**src/rtl/pong_game_fsm.sv**
```systemverilog
// pong_game_fsm
// Top-level game sequencer for pong. Tracks the game state shared by the pad
// controllers and the ball logic. It also keeps both score counters, times the
// pause after each point and issues a one-cycle ball re-launch strobe.
//
// Ports
//   clk            system clock
//   rst            synchronous, active-high reset
//   timing_tick_i  one-cycle frame strobe (same tick the pads use)
//   start_btn_i    raw asynchronous start button, active high
//   miss_left_i    one-cycle pulse: ball passed left edge, right player scores
//   miss_right_i   one-cycle pulse: ball passed right edge, left player scores
//   state_o        START=0, PLAY=1, POINT=2, GAME_OVER=3
//   score_left_o   left player score
//   score_right_o  right player score
//   serve_dir_o    0 = serve toward left, 1 = serve toward right
//   winner_o       0 = left, 1 = right; meaningful only in GAME_OVER
//   ball_reset_o   one-cycle strobe on the first cycle of every PLAY entry
module pong_game_fsm #(
  parameter int unsigned WIN_SCORE   = 5,
  parameter int unsigned POINT_TICKS = 120
) (
  input  logic       clk,
  input  logic       rst,
  input  logic       timing_tick_i,
  input  logic       start_btn_i,
  input  logic       miss_left_i,
  input  logic       miss_right_i,
  output logic [1:0] state_o,
  output logic [3:0] score_left_o,
  output logic [3:0] score_right_o,
  output logic       serve_dir_o,
  output logic       winner_o,
  output logic       ball_reset_o
);

  typedef enum logic [1:0] {
    ST_START     = 2'd0,
    ST_PLAY      = 2'd1,
    ST_POINT     = 2'd2,
    ST_GAME_OVER = 2'd3
  } state_e;

  localparam logic [3:0] WinScore = 4'(WIN_SCORE);
  localparam logic [7:0] LastTick = 8'(POINT_TICKS - 1);

  state_e     state_q;
  logic [3:0] score_left_q, score_right_q;
  logic [3:0] score_left_d, score_right_d;
  logic [7:0] tick_cnt_q;
  logic       serve_dir_q, winner_q, ball_reset_q;

  logic start_sync1_q, start_sync2_q, start_sync3_q;
  logic start_press;

  // Two flops resynchronise the button. The third flop holds the previous
  // synchronised level, so a held button yields a single press.
  always_ff @(posedge clk) begin
    if (rst) begin
      start_sync1_q <= 1'b0;
      start_sync2_q <= 1'b0;
      start_sync3_q <= 1'b0;
    end else begin
      start_sync1_q <= start_btn_i;
      start_sync2_q <= start_sync1_q;
      start_sync3_q <= start_sync2_q;
    end
  end

  assign start_press = start_sync2_q & ~start_sync3_q;

  // Saturating increments; a score never moves past the winning value.
  assign score_left_d  = (score_left_q  < WinScore) ? score_left_q  + 4'd1 : score_left_q;
  assign score_right_d = (score_right_q < WinScore) ? score_right_q + 4'd1 : score_right_q;

  always_ff @(posedge clk) begin
    if (rst) begin
      state_q       <= ST_START;
      score_left_q  <= 4'd0;
      score_right_q <= 4'd0;
      tick_cnt_q    <= 8'd0;
      serve_dir_q   <= 1'b1;
      winner_q      <= 1'b0;
      ball_reset_q  <= 1'b0;
    end else begin
      ball_reset_q <= 1'b0;
      case (state_q)
        ST_START: begin
          if (start_press) begin
            score_left_q  <= 4'd0;
            score_right_q <= 4'd0;
            serve_dir_q   <= 1'b1;
            ball_reset_q  <= 1'b1;
            state_q       <= ST_PLAY;
          end
        end
        ST_PLAY: begin
          // miss_left has fixed priority when both edges are missed at once.
          if (miss_left_i) begin
            score_right_q <= score_right_d;
            if (score_right_d == WinScore) begin
              winner_q <= 1'b1;
              state_q  <= ST_GAME_OVER;
            end else begin
              serve_dir_q <= 1'b0;
              tick_cnt_q  <= 8'd0;
              state_q     <= ST_POINT;
            end
          end else if (miss_right_i) begin
            score_left_q <= score_left_d;
            if (score_left_d == WinScore) begin
              winner_q <= 1'b0;
              state_q  <= ST_GAME_OVER;
            end else begin
              serve_dir_q <= 1'b1;
              tick_cnt_q  <= 8'd0;
              state_q     <= ST_POINT;
            end
          end
        end
        ST_POINT: begin
          if (timing_tick_i) begin
            if (tick_cnt_q == LastTick) begin
              ball_reset_q <= 1'b1;
              state_q      <= ST_PLAY;
            end else begin
              tick_cnt_q <= tick_cnt_q + 8'd1;
            end
          end
        end
        ST_GAME_OVER: begin
          // Return to START rather than PLAY so that players get a fresh press.
          if (start_press) begin
            score_left_q  <= 4'd0;
            score_right_q <= 4'd0;
            state_q       <= ST_START;
          end
        end
      endcase
    end
  end

  assign state_o       = state_q;
  assign score_left_o  = score_left_q;
  assign score_right_o = score_right_q;
  assign serve_dir_o   = serve_dir_q;
  assign winner_o      = winner_q;
  assign ball_reset_o  = ball_reset_q;

endmodule

```
**config.mk**
```make
export PLATFORM = sky130hd
export DESIGN_NAME = pong_game_fsm
export DESIGN_NICKNAME = d
export VERILOG_FILES = /design/src/rtl/pong_game_fsm.sv
export SDC_FILE = /design/constraint.sdc
export NUM_CORES = 1
export LEC_CHECK = 0
export CAP_MARGIN = 20
export CORE_ASPECT_RATIO = 0.6
export CORE_MARGIN = 2
export CORE_UTILIZATION = 35
export DETAILED_ROUTE_END_ITERATION = 10
export GPL_TIMING_DRIVEN = 0
export HOLD_SLACK_MARGIN = 0.06
export PLACE_DENSITY = 0.65
export SETUP_SLACK_MARGIN = 0.2
export SYNTH_ARGS = -nofsm -noshare
export SYNTH_HDL_FRONTEND = slang
export SYNTH_SLANG_ARGS = --single-unit
export TNS_END_PERCENT = 20
```
**constraint.sdc**
```tcl
create_clock -name clk -period 2.3 [get_ports clk]
set_input_delay 0.345 -clock clk [delete_from_list [all_inputs] [get_ports clk]]
set_output_delay 0.345 -clock clk [all_outputs]
set_load 0.1 [all_outputs]
```
* Word level (Yosys, flattened, before mapping)
Cells that the tools add are included.
Word-level totals: bits in registers 24, input bits 6, word-level logic and storage cells 87
Operators by class: $add $sub $neg 3, magnitude comparators 2, eq/ne operators 19, muxes and demuxes 38, bitwise operators 2, reduce and logical (&&, ||, !) cells 13
Operators by type and width (number):
- $mux 8 | 6
- $mux 4 | 6
- $ne 2x2->1 const B | 8
- $pmux 4 s2 | 2
- $pmux 8 s2 | 1
- $mux 1 | 14
- $mux 2 | 6
- $reduce_and 5->1 | 2
- $reduce_bool 2->1 | 5
- $ne 3x3->1 const B | 3
- $add 4x1->4 const B | 2
- $add 8x1->8 const B | 1
- $eq 4x3->1 const B | 2
- $eq 8x7->1 const B | 1
- $lt 4x3->1 const B | 2
- $pmux 2 s4 | 1
- $reduce_and 4->1 | 2
- $reduce_and 6->1 | 1
- $eq 2x2->1 const B | 2
- $ne 2x1->1 const B | 2
- $pmux 1 s2 | 2
- $reduce_and 3->1 | 1
- $eq 2x1->1 const B | 1
- $logic_not 2->1 | 1
- other kinds (3) | 3

* Depth between registers and ports, before layout
depth after elaboration 7, mapped depth 8, gate-level depth less buffers 7

* Worst setup path before layout
OpenSTA, ideal clock, no wires.
path kind register -> register, start point register score_left_q[0], in the netlist score_left_o[0], end point register tick_cnt_q[4], arrival 2.499 ns, required time 2.184 ns, slack -0.315 ns, stages on the path, launching flop included 9, cells stage by stage dfxtp_1 -> inv_1 -> ha_1 -> nand2b_1 -> and4b_1 -> o221ai_2 -> buf_6 -> a41oi_1 -> a41o_1
Between the ends: longest elaborated chain between the ends 5
RTL lines:
- start, declared | RTL line 48 | logic [3:0] score_left_q, score_right_q;
- start signal, assigned | RTL line 110 | score_left_q <= score_left_d;
- $add 4x1->4 / $lt 4x3->1 (equally long branches) | RTL line 73 | assign score_left_d = (score_left_q < WinScore) ? score_left_q + 4'd1 : score_left_q;
- $mux 4 * | RTL line 73
- $eq 4x3->1 * | RTL line 111 | if (score_left_d == WinScore) begin
- $ne 3x3->1 (no source line) *
- $reduce_and 6->1 (no source line) *
- end signal, assigned | RTL line 127 | tick_cnt_q <= tick_cnt_q + 8'd1;
- end, declared | RTL line 50 | logic [7:0] tick_cnt_q;
Every way passes the cells marked *; elsewhere a longest branch is shown, timed or not. A chain may end at the register's enable or synchronous reset.

* Worst setup path in the final report
start point register state_q[1], in the netlist state_o[1], end point output port state_o[1]
RTL lines:
- start, declared | RTL line 47 | state_e state_q;
- start signal, assigned | RTL line 78 | state_q <= ST_START;
- start signal, assigned | RTL line 94 | state_q <= ST_PLAY;
- start signal, assigned | RTL line 103 | state_q <= ST_GAME_OVER;
- end, declared | RTL line 29 | output logic [1:0] state_o,
No word-level cell between the ends.

==> impl_metrics.json <==
{
  "outcome": "completed",
  "p_sw_frac": 0.462,
  "arrival_ps": 1800,
  "die_h_um": 56.1,
  "area.sequential_um2": 504,
  "io_buffers": 18,
  "pwr-share-clk": 0.176,
  "critPathKind": "flop to output pin",
  "diodes": 0,
  "routedWlPerCell_um": 13.9,
  "drtAntennaViolNets": 0,
  "synth.most_common_cell": "dfxtp_1",
  "drv_cap": 0,
  "start_util": 0.374,
  "worstPathCellList": "clkdlybuf4s50_1",
  "finClkSkew_ps": 2.61,
  "end_kind": "output pin",
  "grt_pass1_wl_mm": 6.07,
  "cts_tree": "done",
  "p_switching_uw": 785,
  "grt_max_degree": 14,
  "synth_top_area_frac": 0.303,
  "finalNetCount": 223,
  "cell_internal_pwr_uw": 914,
  "postCtsSetupRepairBufs": 0,
  "grt-ovfl-total": 0,
  "multi_input_area_um2": 1020,
  "rrSetupSlack_ps": 230,
  "synth_top_area_cell": "dfxtp_1",
  "power_frac_seq": 0.299,
  "synth_edf_count": 0,
  "whs_ps": 447,
  "yosys-top-cells-count": "dfxtp_1 (24), nor2_1 (20), nand2_1 (11)",
  "clock_latency_ps": 270,
  "drv_slew": 0,
  "cts.sinks": 24,
  "netlist_top_cells_area": "dfxtp_1 (30%), ha_1 (7.9%), nor2_1 (4.7%)",
  "drive_gt1_frac": 0.155,
  "synth_cell_type_count": 56,
  "timing.final.crit_period_ps": 2140,
  "dieArea_um2": 5100,
  "hold_violations": 0,
  "pwr-share-comb": 0.525,
  "rows": 18,
  "grt_usage": 0.151,
  "yosys_warnings": 0,
  "crit_family": "buffers and inverters",
  "peakVddDrop_v": 0.000817,
  "ctsHoldBuffers": 0,
  "path_max_fanout": 6,
  "fill_cells": 424,
  "worstPathRequired_ps": 1960,
  "drc_errors": 0,
  "synthCells": 184,
  "crit_buf_inv": 1,
  "rsz0062_at_grt": "yes",
  "async_reset_ff_frac": 0,
  "dp_hpwl_mm": 2.75,
  "setup_viol": 0,
  "cts_root_buf": "clkbuf_8",
  "fin_crit_sh": 0.931,
  "seq_area_frac_synth": 0.303,
  "antenna_found_initial": 0,
  "ioPinCount": 19,
  "power.density_nw_per_um2": 882,
  "tightest_slew_ps": 969,
  "synth_fp_nets": 200,
  "drtIter0Drc": 125,
  "avgSynthCellArea_um2": 8.62,
  "cts_buffer_depth": 2,
  "max_freq_mhz": 467,
  "synthFlopType": "dfxtp_1",
  "grt_pass1_vias": 1195,
  "drt-total-wl_mm": 3.69,
  "die_x_um": 90.9,
  "cts_buffers": 3,
  "synth_area_um2": 1590,
  "p_leak_nw": 0.786,
  "drt_pre_antenna_iters": 4,
  "slowest_stage": "clkdlybuf4s50_1",
  "gp_congestion": 0.827,
  "vias_per_cell": 5.32,
  "dp_slack_ps": 99.0,
  "ys_ff_latch": 24,
  "critPathLaunchType": "flop",
  "clk_pin_slew_worst_paths_ps": 90,
  "syn_to_final_growth_pct": 21.5,
  "worst_slew_margin_rel": 0.352,
  "cts-htree-levels": 1,
  "core-area_um2": 4230,
  "max_stage_delay_ps": 1130,
  "vias": 1414,
  "tns_ps": 0,
  "fin_ws_ps": 158,
  "min_path_type": "flop to flop"
}
-- area by class of cell --
type / instances / share of cell area
flip-flops and latches: 24 / 0.262
inverters: 9 / 0.0175
plain buffers: 8 / 0.0247
clock buffers: 4 / 0.0286
multi-input cells: 143 / 0.531
repair buffers: 18 / 0.0974
well taps: 60 / 0.0390
-- power groups by stage --
stage / clock [mW] / combinational (mW) / sequential [mW]
global route: 0.322 / 0.969 / 0.516
CTS: 0.310 / 0.888 / 0.508
detailed placement: 0 / 0.885 / 0.517
floorplan: 0 / 0.498 / 0.712
global placement: 0 / 0.881 / 0.519
finish: 0.299 / 0.892 / 0.508
-- what timing repair did --
action | in CTS | in global routing
endpoints found under the setup margin | 11 | 21
endpoints found under the hold margin | 0 | 0
gates resized for setup | 2 | 4
-- kinds of logic (layout without fill, tap and decap cells) --
family / count (synthesis) / count (layout) / synth area share
AOI/OAI and AO/OA: 44 / 44 / 0.222
and+or+nand+nor: 85 / 85 / 0.320
buffers and inverters: 17 / 39 / 0.0513
DFF: 24 / 24 / 0.303
muxes: 4 / 4 / 0.0253
adders and majority gates: 10 / 10 / 0.0789
-- cell usage in the layout, fill, tap and decap left out, types with 5 or more instances in the layout --
cell,count
nand3_1,7
nand2b_1,5
nand2_1,11
a21oi_1,8
clkdlybuf4s50_1,12
nor2b_1,8
inv_1,9
o21ai_0,7
ha_1,10
dfxtp_4,5
nor2_1,20
dfxtp_1,15
-- stage by stage --
stage / instances / total power [mW] / instance area [µm²] / util
after global placement: 262 / 1.40 / 1860 / 0.440
final: 266 / 1.70 / 1930 / 0.455
after global routing: 266 / 1.81 / 1930 / 0.455
after CTS: 266 / 1.71 / 1920 / 0.453
after floorplan: 184 / 1.21 / 1610 / -
after detailed placement: 262 / 1.40 / 1860 / 0.440
-- registers in the layout, summed over array words and instances (netlist names) --
name	flops
start_sync1_q	1
serve_dir_o	1
start_sync2_q	1
score_left_o	4
score_right_o	4
tick_cnt_q	8
ball_reset_o	1
start_sync3_q	1
state_o	2
winner_o	1
-- final timing paths --
check / start / endpoint / depth (start not counted)
setup / recovery: state_o[1] / state_o[1] / 1
hold / removal: start_sync1_q / start_sync2_q / 1
setup reg to reg: state_o[1] / tick_cnt_q[6] / 7
hold reg to reg: start_sync1_q / start_sync2_q / 1
-- routing by layer --
metal / GRT usage / wire, µm / vias to the layer above
met5: 0 / 0 / -
met4: 0.0541 / 44 / 0
met3: 0.0393 / 277 / 5
met2: 0.191 / 1400 / 36
met1: 0.237 / 1970 / 655
li1: - / - / 718
Power figures use the tool's default switching activity.
